<file path="config.mk">
export PLATFORM = sky130hd
export DESIGN_NAME = effect_sequencer
export DESIGN_NICKNAME = d
export VERILOG_FILES = /design/src/rtl/effect_sequencer.sv
export SDC_FILE = /design/constraint.sdc
export NUM_CORES = 1
export LEC_CHECK = 0
export CORE_ASPECT_RATIO = 1.75
export CORE_MARGIN = 2
export CORE_UTILIZATION = 26
export DETAILED_ROUTE_END_ITERATION = 8
export HOLD_SLACK_MARGIN = 0.08
export PLACE_DENSITY = 0.41
export SLEW_MARGIN = 20
export SYNTH_ARGS = -nofsm -noshare
export SYNTH_HDL_FRONTEND = slang
export SYNTH_SLANG_ARGS = --single-unit
</file>
<file path="constraint.sdc">
create_clock -name clk -period 9.67 [get_ports clk]
set_clock_uncertainty 0.2 [all_clocks]
set_input_delay 1.934 -clock clk [delete_from_list [all_inputs] [get_ports clk]]
set_output_delay 1.934 -clock clk [all_outputs]
set_load 0.005 [all_outputs]
</file>
<file path="src/rtl/effect_sequencer.sv">
// effect_sequencer: round-robin effect scheduler with per-effect dwell, speed scaling, pause and skip
module effect_sequencer #(
   parameter int N_EFF    = 7,
   parameter int TICK_DIV = 500000,
   parameter int DWELL_W  = 16,
   parameter logic [N_EFF*DWELL_W-1:0] DWELL =
      {16'd6800, 16'd6600, 16'd3200, 16'd2200, 16'd1400, 16'd1400, 16'd4800}
) (
   input  logic             clk,
   input  logic             rst,
   input  logic             mode,
   input  logic             next_pulse,
   input  logic             speed_pulse,
   input  logic             pause_pulse,
   input  logic [N_EFF-1:0] enable_mask,
   output logic [2:0]       effect_sel,
   output logic [N_EFF-1:0] effect_onehot_n,
   output logic             effect_start,
   output logic [1:0]       speed,
   output logic             paused,
   output logic             idle
);
   localparam int PW = $clog2(TICK_DIV);
   typedef enum logic [1:0] {S_IDLE, S_RUN, S_HOLD} state_t;
   state_t             state_q;
   logic [PW-1:0]      presc_q;
   logic [DWELL_W-1:0] dwell_q;
   logic [2:0]         sel_q;
   logic [N_EFF-1:0]   onehot_q;
   logic               start_q;
   logic [1:0]         speed_q;
   logic               paused_q;
   logic               idle_q;
   logic [2:0]         lowest;
   logic [2:0]         nxt;
   logic               found;
   logic [DWELL_W-1:0] entry;
   logic [DWELL_W-1:0] shifted;
   logic [DWELL_W-1:0] target;
   logic               tick;
   logic               expire;
   logic [1:0]         speed_d;
   // lowest enabled index, next enabled index after current, and dwell expiry for the current effect
   always_comb begin
      lowest = '0;
      for (int i = N_EFF - 1; i >= 0; i--)
         if (enable_mask[i]) lowest = 3'(i);
      nxt   = sel_q;
      found = 1'b0;
      for (int k = 1; k <= N_EFF; k++)
         if (!found && enable_mask[(int'(sel_q) + k) % N_EFF]) begin
            nxt   = 3'((int'(sel_q) + k) % N_EFF);
            found = 1'b1;
         end
      entry   = DWELL[int'(sel_q)*DWELL_W +: DWELL_W];
      shifted = entry >> speed_q;
      target  = (shifted == '0) ? DWELL_W'(1) : shifted;
      tick    = !paused_q && (presc_q == PW'(TICK_DIV - 1));
      expire  = tick && (({1'b0, dwell_q} + (DWELL_W+1)'(1)) >= {1'b0, target});
      speed_d = speed_pulse ? speed_q + 2'd1 : speed_q;
   end
   // sequencer FSM with registered outputs; mode overrides everything but reset
   always_ff @(posedge clk) begin
      if (rst) begin
         state_q  <= S_IDLE;
         sel_q    <= '0;
         onehot_q <= '1;
         start_q  <= 1'b0;
         speed_q  <= '0;
         paused_q <= 1'b0;
         idle_q   <= 1'b1;
         presc_q  <= '0;
         dwell_q  <= '0;
      end else if (mode) begin
         state_q  <= S_HOLD;
         onehot_q <= '1;
         start_q  <= 1'b0;
         speed_q  <= '0;
         paused_q <= 1'b0;
         idle_q   <= 1'b1;
         presc_q  <= '0;
         dwell_q  <= '0;
      end else begin
         case (state_q)
            S_HOLD: begin
               state_q <= S_IDLE;
               start_q <= 1'b0;
            end
            S_IDLE: begin
               speed_q <= speed_d;
               start_q <= |enable_mask;
               if (|enable_mask) begin
                  state_q  <= S_RUN;
                  sel_q    <= lowest;
                  onehot_q <= ~(N_EFF'(1) << lowest);
                  idle_q   <= 1'b0;
                  presc_q  <= '0;
                  dwell_q  <= '0;
               end
            end
            default: begin
               speed_q  <= speed_d;
               paused_q <= paused_q ^ pause_pulse;
               start_q  <= 1'b0;
               if (enable_mask == '0) begin
                  state_q  <= S_IDLE;
                  onehot_q <= '1;
                  idle_q   <= 1'b1;
               end else if (next_pulse || !enable_mask[sel_q] || expire) begin
                  sel_q    <= nxt;
                  onehot_q <= ~(N_EFF'(1) << nxt);
                  start_q  <= 1'b1;
                  presc_q  <= '0;
                  dwell_q  <= '0;
               end else if (!paused_q) begin
                  presc_q <= tick ? '0 : presc_q + PW'(1);
                  dwell_q <= dwell_q + DWELL_W'(tick);
               end
            end
         endcase
      end
   end
   assign effect_sel      = sel_q;
   assign effect_onehot_n = onehot_q;
   assign effect_start    = start_q;
   assign speed           = speed_q;
   assign paused          = paused_q;
   assign idle            = idle_q;
endmodule

</file>
==> Yosys cells after proc, flatten, opt, wreduce, memory -nomap -nowiden <==
Index checks and enable logic that the tools add are counted.
{ "classes": {"reduce_logical": 36, "div_mod_pow": 7, "n_eq_ne": 6, "addsub": 11, "mux": 73, "shifts": 4, "bitwise": 5, "n_lt_le_gt_ge": 9} }
{ "ops": {"columns": ["cell", "count"], "rows": [
  ["less-than comparator 32 x 5 -> 1 bit (second input constant)", 7],
  ["modulo 32 x 4 -> 32 bit (second input constant)", 7],
  ["variable part select 112 x 8 -> 16 bit (first input constant)", 1],
  ["two-way mux 19 bit", 5],
  ["two-way mux 16 bit", 5],
  ["two-way mux 3 bit", 17],
  ["case mux 19 bit (2 select lines)", 1],
  ["case mux 16 bit (2 select lines)", 1],
  ["two-way mux 1 bit", 25],
  ["binary-select mux 1 bit (select 3 bit)", 8],
  ["two-way mux 7 bit", 3],
  ["adder 19 x 1 -> 19 bit (second input constant)", 1],
  ["== test 19 bit (second input constant)", 1],
  ["adder 16 x 1 -> 17 bit (second input constant)", 1],
  [">= comparator 17 x 16 -> 1 bit", 1],
  ["adder 16 x 1 -> 16 bit", 1],
  ["adder 3 x 3 -> 4 bit (second input constant)", 4],
  ["logical NOT 16 bit", 1],
  ["right shift 16 x 2 -> 16 bit", 1],
  ["inverter 7 bit", 2],
  ["case mux 7 bit (2 select lines)", 1],
  ["left shift 1 x 3 -> 7 bit (first input constant)", 2],
  ["adder 3 x 2 -> 4 bit (second input constant)", 2],
  ["logical AND 1 bit", 8],
  ["other kinds (27)", 45]
]} }
{ "word_totals": {"word_cells": 161, "out_inout_bits": 15, "regBits": 52, "inputBits": 13} }

==> Longest topological paths before layout <==
{ "depth": {"word_depth": 29, "mapped_depth": 28} }

==> Worst setup path after synthesis <==
No wires, ideal clock.
{ "synth_timing": {"path_kind": "register to register", "startpoint": "reg sel_q[1] (netlist: effect_sel[1])", "endpoint": "reg onehot_q[0] (netlist: effect_onehot_n[0])", "stages_incl_launch_ff": 21, "required_time_ns": 9.350, "slack_ns": 3.655, "path_buffers": 3, "arrival_time_ns": 5.696, "setup_time_ns": 0.120, "path_cell_list": "dfxtp_1 > clkbuf_1 > clkinv_1 > ha_1 > clkinv_1 > ha_1 > ha_1 > buf_2 > a211oi_1 > nor4_1 > xnor2_1 > ha_1 > a31oi_1 > or2_1 > and4_4 > o32a_4 > or3_1 > buf_2 > o32ai_4 > or3b_1 > o31a_1"} }
{ "synth_via": {"elab_chain_cells": 29, "word_cells_on_any_way": 78, "cone_classes": "add/sub: 7; div: 7; order compare: 1; shift: 3; mux: 40; bitwise: 1; reduce/logical: 19"} }
{ "synth_lines": {"columns": ["item", "line_no", "text"], "rows": [
  ["start, declared", "28", "logic [2:0] sel_q;"],
  ["start signal, assigned", "94", "sel_q <= lowest;"],
  ["start signal, assigned", "110", "sel_q <= nxt;"],
  ["adder 3 x 1 -> 4 bit", "51, 52", null],
  ["modulo 32 x 4 -> 32 bit", "51, 52", null],
  ["binary-select mux 1 bit (select 3 bit)", "51", "if (!found && enable_mask[(int'(sel_q) + k) % N_EFF]) begin"],
  ["two-way mux 1 bit (not written as such) (2 in a row)", "51", null],
  ["two-way mux 1 bit", "51", null],
  ["logical NOT 1 bit", "51", null],
  ["logical AND 1 bit", "51", null],
  ["two-way mux 1 bit", "51", null],
  ["[12 not listed]", null, null],
  ["logical NOT 1 bit", "51", null],
  ["logical AND 1 bit", "51", null],
  ["two-way mux 3 bit", "51", null],
  ["left shift 1 x 3 -> 7 bit", "111", "onehot_q <= ~(N_EFF'(1) << nxt);"],
  ["inverter 7 bit", "111", null],
  ["two-way mux 7 bit", "109", "end else if (next_pulse || !enable_mask[sel_q] || expire) begin"],
  ["two-way mux 7 bit", "105", "if (enable_mask == '0) begin"],
  ["case mux 7 bit (2 select lines)", "84", "case (state_q)"],
  ["end signal, assigned", "95", "onehot_q <= ~(N_EFF'(1) << lowest);"],
  ["end signal, assigned", "111", null],
  ["end, declared", "29", "logic [N_EFF-1:0] onehot_q;"]
]} }
Parallel ways exist; a longest one is shown, timed or not. The select of a mux whose other input is x is not followed.
A chain may end at the register's enable or synchronous reset.

==> Final worst setup path <==
Same ends and word-level chain as after synthesis.

==> impl_metrics.csv <==
group,metric,value,unit
status,status,"finished clean",
global_route,grt_pass1_wl,34000,um
logic_synthesis,synth_cell_types,82,
clocking,hold_buffers,0,
logic_synthesis,yosysMostFrequentCell,"nor2_1",
logic_synthesis,yosys_warnings,0,
logic_synthesis,synth_common_cells,"88 x nor2_1, 77 x nand2_1, 52 x dfxtp_1",
finish,antenna_cells,0,
power_and_ir_drop,switchingPower,536,uW
power_and_ir_drop,ir_drop,77.5,uV
global_route,antenna_found_initial,0,
critical_path,path_class,"reg -> reg",
route,vias,6196,
critical_path,worst-path-max-fanout,24,
placed_design,place_area,0.00656,mm^2
die,ios,28,
critical_path,cp_slowest_stage_delay,0.76,ns
clocking,cts_tree,"built",
run,maxCapViolCount,0,
critical_path,cp_cell_sequence,"buf_4, clkinv_1, ha_1, clkinv_1, ha_1, ha_1, a211oi_1, nor4_1, xnor2_1, ha_1, a31oi_1, or2_1, and4_4, o32a_4, or3_1, o32ai_4, or3b_1, o31a_1",
power_and_ir_drop,power_frac_seq,0.195,
finish,fin_nets,862,
logic_synthesis,syn_nets,874,
placed_design,post-place-ws,2.76,ns
power_and_ir_drop,pwr-share-comb,0.621,
sta,drv_slew,0,
logic_synthesis,synthCells,822,
global_route,grt_usage,0.174,
logic_synthesis,synth_top_area_frac,0.171,
route,wl_met3,461,um
die,die_y,206,um
clocking,path_clk_slew,0.07,ns
logic_synthesis,async_flop_share,0,
placed_design,gp_congestion,0.807,
sta,hold_violations,0,
sta,relSlewSlack,0.398,
sta,rsz0062_at_grt,"no",
power_and_ir_drop,p_leak,2.40,nW
critical_path,required,9.67,ns
route,drt-wirelength-per-cell,19.1,um
die,die_w,120,um
critical_path,cp-end-kind,"flop",
critical_path,crit_family,"adder cells",
critical_path,cp_common_cell,"ha_1",
global_route,grt_pass1_vias,6331,
sta,clock.fmax,144,MHz
critical_path,cp_num_buf_inv,3,
placed_design,place_hpwl,16200,um
clocking,clock_latency,0.31,ns
route,highest_layer,"met4",
clocking,cts.sinks,52,
finish,area_delta_synth_final,10.8,%
die,core-area,0.0231,mm^2
route,drcViolationCount,0,
clocking,clockBufferDepth,2,
sta,setup_ws,2.73,ns
route,drt_iter0_markers,308,
power_and_ir_drop,p_sw_frac,0.465,
route,routed_wl,21300,um
global_route,grt_max_degree,47,
finish,drive_gt1_frac,0.0592,
logic_synthesis,yosysTopAreaCell,"dfxtp_1",
clocking,post_cts.repair.setup_buffers,0,
route,viasPerCell,5.56,
logic_synthesis,netlist_area,0.00607,mm^2
clocking,htreeDepth,2,
die,die_area,0.0246,mm^2
finish,finalInstanceArea,0.00673,mm^2
route,postRouteAntennaNets,0,
sta,max_slew.worst_pin.slew,0.900,ns
sta,fin_tns_setup,0,ns
critical_path,cp_slowest_cell,"ha_1",
logic_synthesis,ys_seq_elements,52,
route,m1WireLength,7820,um
hold_path,hold_class,"reg -> reg",
clocking,numCtsBuffers,5,
route,firstDrtPassIters,4,
critical_path,cp.arrival,6.94,ns
die,core.rowCount,74,
power_and_ir_drop,clockPowerShare,0.184,
logic_synthesis,synth_seq_area_share,0.171,
logic_synthesis,avgSynthCellArea,7.39,um^2
die,initial_core_util,0.262,
sta,min_period,6.94,ns
logic_synthesis,synth_edf_count,0,
power_and_ir_drop,power-per-cell-area,171,mW/mm^2
global_route,gr-total-overflow,0,
clocking,cts_resized,0,
sta,setup_viol,0,
critical_path,worstSetupStartpointType,"flop",
route,route.met2.wl,11800,um
clocking,cts_root_buf,"clkbuf_16",
sta,timing.final.crit_share,0.718,
logic_synthesis,synth_area_leaders,"dfxtp_1 17%, ha_1 8.0%, nor2_1 5.4%",
placed_design,io_buffers,27,
power_and_ir_drop,p_int,618,uW
logic_synthesis,ys.flop_type,"dfxtp_1",
-- metal layers --
layer / vias to the layer above / GRT usage
li1: 3043 / -
met1: 2973 / 0.171
met2: 122 / 0.350
met3: 58 / 0.0138
met4: 0 / 0.0992
met5: - / 0
-- final timing paths --
| path | from | endpoint | slack [ns] | cells past startpoint |
|---|---|---|---|---|
| min | presc_q[1] | presc_q[1] | 0.27 | 2 |
| max reg2reg | effect_sel[1] | effect_onehot_n[0] | 2.73 | 18 |
| min reg2reg | presc_q[1] | presc_q[1] | 0.27 | 2 |
| max | effect_sel[1] | effect_onehot_n[0] | 2.73 | 18 |
-- layout make-up --
cell class | instances | area, um^2
Tap cell | 304 | 380
Multi-Input combinational cell | 690 | 4710
Clock inverter | 2 | 38.8
Inverter | 26 | 100
Sequential cell | 52 | 1040
Clock buffer | 6 | 129
Fill cell | 2642 | 16400
Timing Repair Buffer | 35 | 330
-- cell usage in the layout, fill, tap and decap left out, types with 9 or more instances in the layout --
cell	synthesis	layout
inv_1	21	21
nor2_1	88	88
a31oi_1	16	16
nand2b_1	20	20
nor3_1	17	17
ha_1	39	39
a211oi_1	19	19
xnor2_1	24	24
o211ai_1	14	14
a22oi_1	12	12
a21oi_1	42	42
nand2_1	77	77
nand4_1	17	17
nor2b_1	10	10
and3_1	13	13
clkdlybuf4s50_1	0	27
mux2i_1	23	23
xor2_1	26	26
o21a_1	9	9
nand3_1	35	35
dfxtp_1	52	51
o21ai_0	35	35
-- worst reg2reg max path, stage by stage (launching register included) --
cell and delay, ns:
dfxtp_1 0.31, buf_4 0.28, clkinv_1 0.45, ha_1 0.76
clkinv_1 0.42, ha_1 0.33, ha_1 0.29, a211oi_1 0.32
nor4_1 0.13, xnor2_1 0.31, ha_1 0.32, a31oi_1 0.12
or2_1 0.30, and4_4 0.22, o32a_4 0.38, or3_1 0.54
o32ai_4 0.44, or3b_1 0.41, o31a_1 0.29
-- power by group through the flow --
stage,Clock [mW],Sequential (mW),Combinational [mW]
3_3_place_gp,0,0.230,0.717
3_5_place_dp,0,0.230,0.712
4_1_cts,0.222,0.225,0.716
5_1_grt,0.227,0.226,0.787
6_report,0.212,0.225,0.717
2_1_floorplan,0,0.231,0.527
-- stage by stage --
step	util	instances	hold WS, ns	power [mW]
global placement	0.283	1107	0.260	0.947
CTS	0.291	1115	0.279	1.16
floorplan	-	822	0.249	0.758
finish	0.291	1115	0.273	1.15
detailed placement	0.283	1107	0.268	0.942
global route	0.291	1115	0.301	1.24
-- kinds of logic after synthesis --
family | Yosys count | synth area share
xor+xnor | 51 | 0.0767
compound gates | 246 | 0.296
mux | 34 | 0.0639
simple gates | 320 | 0.259
fa+ha+maj | 39 | 0.0804
flops | 52 | 0.171
buf+inv | 80 | 0.0530
-- state kept, by name (all words and copies together) (netlist names) --
| signal | cells |
|---|---|
| effect_sel | 3 |
| paused | 1 |
| dwell_q | 16 |
| state_q | 2 |
| effect_onehot_n | 7 |
| effect_start | 1 |
| speed | 2 |
| presc_q | 19 |
| idle | 1 |
Power figures use the tool's default switching activity.
